==> src/rtl/motor_pwm_driver.sv <==
// Two-channel ramped PWM motor driver fed by the steering FSM's 1-bit wheel enables.
// Optional macro MOTOR_BRAKE_EN: both commands low at a period end forces both channels to IDLE.
module motor_pwm_driver #(
  parameter int PWM_BITS     = 8,
  parameter int MAX_DUTY     = 200,
  parameter int STEP         = 32,
  parameter int RAMP_PERIODS = 2
) (
  input  logic                clk,
  input  logic                reset,
  input  logic                cmd_left,
  input  logic                cmd_right,
  output logic                pwm_left,
  output logic                pwm_right,
  output logic [PWM_BITS-1:0] duty_left,
  output logic [PWM_BITS-1:0] duty_right,
  output logic                at_speed_left,
  output logic                at_speed_right,
  output logic                period_start
);

  localparam int RC_W = (RAMP_PERIODS > 1) ? $clog2(RAMP_PERIODS) : 1;
  localparam logic [PWM_BITS-1:0] CNT_LAST = '1;
  localparam logic [RC_W-1:0]     RC_LAST  = RC_W'(RAMP_PERIODS - 1);
  localparam logic [PWM_BITS:0]   MAX_W    = (PWM_BITS + 1)'(MAX_DUTY);
  localparam logic [PWM_BITS:0]   STEP_W   = (PWM_BITS + 1)'(STEP);

  typedef enum logic [1:0] {IDLE, RAMP_UP, RUN, RAMP_DOWN} state_t;

  logic [PWM_BITS-1:0] cnt_reg;
  logic [RC_W-1:0]     rc_reg;
  logic                period_start_reg;
  logic                end_c;
  logic                tick;
  logic                brake;
  logic [1:0]          cmd_vec;

  logic [1:0][PWM_BITS-1:0] duty_vec;
  logic [1:0]               pwm_vec;
  logic [1:0]               at_vec;

  assign end_c   = (cnt_reg == CNT_LAST);
  assign tick    = end_c && (rc_reg == RC_LAST);
  assign cmd_vec = {cmd_right, cmd_left};

`ifdef MOTOR_BRAKE_EN
  // Brake is checked at every period end, not only at ramp ticks.
  assign brake = end_c && !cmd_left && !cmd_right;
`else
  assign brake = 1'b0;
`endif

  always_ff @(posedge clk or posedge reset) begin
    if (reset) begin
      cnt_reg          <= '0;
      rc_reg           <= '0;
      period_start_reg <= 1'b0;
    end else begin
      cnt_reg          <= cnt_reg + 1'b1;
      period_start_reg <= end_c;
      if (end_c) begin
        rc_reg <= (rc_reg == RC_LAST) ? '0 : rc_reg + 1'b1;
      end
    end
  end

  generate
    for (genvar gi = 0; gi < 2; gi++) begin : g_chan
      state_t              state_reg, state_next;
      logic [PWM_BITS-1:0] duty_reg, duty_next;
      logic                pwm_reg;
      logic                at_speed_reg;
      logic [PWM_BITS:0]   sum_w;

      // One extra bit so the increment cannot wrap before the clamp.
      assign sum_w = {1'b0, duty_reg} + STEP_W;

      always_comb begin
        state_next = state_reg;
        duty_next  = duty_reg;
        if (brake) begin
          state_next = IDLE;
          duty_next  = '0;
        end else if (tick) begin
          if (cmd_vec[gi]) begin
            if ({1'b0, duty_reg} < MAX_W) begin
              if (sum_w >= MAX_W) begin
                duty_next  = MAX_W[PWM_BITS-1:0];
                state_next = RUN;
              end else begin
                duty_next  = sum_w[PWM_BITS-1:0];
                state_next = RAMP_UP;
              end
            end else begin
              state_next = RUN;
            end
          end else begin
            if ({1'b0, duty_reg} > STEP_W) begin
              duty_next  = duty_reg - STEP_W[PWM_BITS-1:0];
              state_next = RAMP_DOWN;
            end else begin
              duty_next  = '0;
              state_next = IDLE;
            end
          end
        end
      end

      always_ff @(posedge clk or posedge reset) begin
        if (reset) begin
          state_reg    <= IDLE;
          duty_reg     <= '0;
          pwm_reg      <= 1'b0;
          at_speed_reg <= 1'b0;
        end else begin
          state_reg    <= state_next;
          duty_reg     <= duty_next;
          at_speed_reg <= (state_next == RUN);
          pwm_reg      <= (cnt_reg < duty_reg);
        end
      end

      assign duty_vec[gi] = duty_reg;
      assign pwm_vec[gi]  = pwm_reg;
      assign at_vec[gi]   = at_speed_reg;
    end
  endgenerate

  assign pwm_left       = pwm_vec[0];
  assign pwm_right      = pwm_vec[1];
  assign duty_left      = duty_vec[0];
  assign duty_right     = duty_vec[1];
  assign at_speed_left  = at_vec[0];
  assign at_speed_right = at_vec[1];
  assign period_start   = period_start_reg;

endmodule

==> config.mk <==
export PLATFORM = sky130hd
export DESIGN_NAME = motor_pwm_driver
export DESIGN_NICKNAME = d
export VERILOG_FILES = /design/src/rtl/motor_pwm_driver.sv
export SDC_FILE = /design/constraint.sdc
export NUM_CORES = 1
export LEC_CHECK = 0
export ABC_AREA = 1
export BUFFER_PORTS_ARGS = -buffer_cell sky130_fd_sc_hd__buf_2
export CORE_ASPECT_RATIO = 0.5
export CORE_UTILIZATION = 55
export DETAILED_ROUTE_END_ITERATION = 10
export GPL_ROUTABILITY_DRIVEN = 0
export PLACE_DENSITY = 0.77
export SLEW_MARGIN = 15
export SYNTH_ARGS = -nofsm -noshare
export SYNTH_HDL_FRONTEND = slang
export SYNTH_SLANG_ARGS = --single-unit
==> constraint.sdc <==
create_clock -name clk -period 4.1 [get_ports clk]
set_input_delay 0.615 -clock clk [delete_from_list [all_inputs] [get_ports clk]]
set_output_delay 0.615 -clock clk [all_outputs]
set_load 0.02 [all_outputs]
==> results.md <==
* Share of cells above drive strength 1 at 0.144
* Placed cells at 255
* Buffers plus inverters on the worst setup path at 1
* Worst R2R End: at_speed_right
* Aggregate routed wire length at 3050 µm
* Synthesized flop and latch total at 26
* Routed Antenna Nets at 0
* Most frequent cells in the layout: 49 x nand2_1, 29 x inv_1, 26 x dfrtp_1
* Clk pin slew, worst setup/hold paths at 0.09 ns
* Hpwl dp at 2320 µm
* Total Nets Final at 245
* CTS hold repair buffers at 0
* Vias post-DR at 1,306
* Min-Delay Path Class: flop to flop
* CP max stage delay at 0.49 ns
* RSZ-0062 raised after global routing: no
* Overall Global Routing Usage at 0.217
* CP Class: flop to output pin
* Buffers on Ports at 16
* Reg-to-Reg Start: duty_right[6]
* Power density cells at 239 nW/µm²
* Maximum vdd drop at 0.101 mV
* Pleak at 1.02 nW
* Crit-path slowest cell: dfrtp_1
* Drt initial violations at 34
* DIE WIDTH at 80.4 µm
* Hold Path Cell Cnt at 1
* Distinct cell type count after synthesis at 27
* Root Buffer: clkbuf_8
* Worst EP arrival at 0.98 ns
* Max Clk Rate at 0.628 GHz
* Relative slew slack at 0.366
* Vias per std cell at 5.04
* Number of gates resized after CTS at 0
* Setup Fix Bufs, Post-CTS at 0
* Main synth FF type: dfrtp_1
* # setup viols final at 0
* Crit share post-route at 0.389
* Mapped Area at 1690 µm²
* Final setup skew at 0.00148 ns
* Final max-slew violation count at 0
* Commonest non-fill, non-tap cell in the layout: nand2_1
* Wire per inst at 11.8 µm
* Largest net degree at the start of global routing at 27
* Setup crit end kind: output pin
* Gate Count Post-Synth at 204
* Antenna cell count at 0
* DRC viols at 0
* Status: finished, final reports clean
* R2R setup slack at 2.52 ns
* Die height at 41.2 µm
* Clock tree sinks at 26
* Max-cap violations at 0
* Layout area overhead at 8.44%
* Syn_area_per_cell at 8.29 µm²
* Max reg flops at 8
* Worst skew pair latency at 0.27 ns
* Grt total ovfl at 0
* Num rows at 13
* CP startpoint kind: flop
* Sequential cell area fraction in the yosys report at 0.385
* Required time of the critical path at 3.48 ns
* Vias in the first global route at 1,106
* Final Hold Vio Count at 0
* Global-route wire length before repair at 5100 µm
* H-tree levels at 1
* Setup TNS Final at 0 ns
* Slew @ Worst Pin at 0.950 ns
* Initial antenna violation count at 0
* EDFF count, synth at 0
* Max Buffers Root-to-Sink at 2
* Hold Path End: cnt_reg[0]
* CTS Buf Count at 3
* # IOs at 25
* Worst path top cell family by delay: flip-flops
* Initial Utilization at 0.615
* Critical Path Fanout Max at 7
* Area of the die at 3310 µm²
* CTS tree: built
* HP Start: cnt_reg[0]
* Pre-antenna DRT Iters at 4
* Fin cells at 259
* Critical path cell sequence: buf_2
* Synth warn at 0
* Asr flop ratio synth at 1.00
* Reg2reg path depth at 9
* Fin crit period at 1.59 ns
* Total core area at 2750 µm²
[per-layer routing]
metal / vias to the layer above / wire length (µm) / GRT usage / part of all wire
li1: 670 / - / - / -
met1: 602 / 1570 / 0.277 / 0.51
met2: 30 / 1320 / 0.364 / 0.43
met3: 4 / 143 / 0.0644 / 0.047
met4: 0 / 18 / 0.0714 / 0.0059
met5: - / 0 / 0 / 0
[layout make-up]
class,instances,area (µm²)
well taps,37,46.3
flip-flops and latches,26,651
repair buffers,16,80.1
multi-input cells,145,880
clock buffers,4,55.1
inverters,31,121
fillers,232,916
[through the flow]
stage               instance area [µm²]  hold slack (ns)  setup WS, ns  total power, mW  utilization
finish                             1830            0.456          2.51            0.438        0.667
global route                       1830            0.486          2.37            0.455        0.667
CTS                                1830            0.460          2.51            0.442        0.667
detailed placement                 1780            0.447          2.54            0.278        0.647
global placement                   1780            0.435          2.60            0.278        0.647
floorplan                          1720            0.423          2.64            0.280            -
[Yosys cell counts (2+ instances only)]
| cell | n | share of area |
|---|---|---|
| dfrtp_1 | 26 | 0.38 |
| xor2_1 | 4 | 0.021 |
| o21ai_0 | 5 | 0.015 |
| buf_4 | 8 | 0.036 |
| nand2_1 | 49 | 0.11 |
| nor2_4 | 3 | 0.020 |
| inv_1 | 29 | 0.064 |
| o21ai_1 | 6 | 0.018 |
| nand3_1 | 23 | 0.068 |
| a21oi_1 | 5 | 0.015 |
| nand2_2 | 2 | 0.0074 |
| ha_1 | 18 | 0.13 |
| nor2_1 | 8 | 0.018 |
| o21bai_1 | 2 | 0.0089 |
| xnor2_1 | 4 | 0.021 |
[how the worst max path moves through the flow]
stage	cells past startpoint	to	from	slack [ns]
2_1_floorplan	10	at_speed_right	duty_right[5]	2.64
3_3_place_gp	10	at_speed_right	duty_right[5]	2.60
3_5_place_dp	9	at_speed_right	duty_right[6]	2.54
4_1_cts	1	duty_right[6]	duty_right[6]	2.51
5_1_grt	9	at_speed_right	duty_right[6]	2.37
6_report	1	duty_right[6]	duty_right[6]	2.51
[kinds of logic after synthesis]
group | count (synthesis) | share of synthesized area
other | 1 | 0.00222
AOI/OAI and AO/OA | 19 | 0.0614
xor gates and xnor gates | 8 | 0.0414
buffers and inverters | 40 | 0.110
DFF | 26 | 0.385
and+or+nand+nor | 92 | 0.266
adders and majority gates | 18 | 0.133
[report_power, final]
group          internal, mW  switching (mW)
Combinational       0.00208          0.0149
Clock                0.0859          0.0789
Sequential            0.256               0
(Power assumes the default switching activity.)
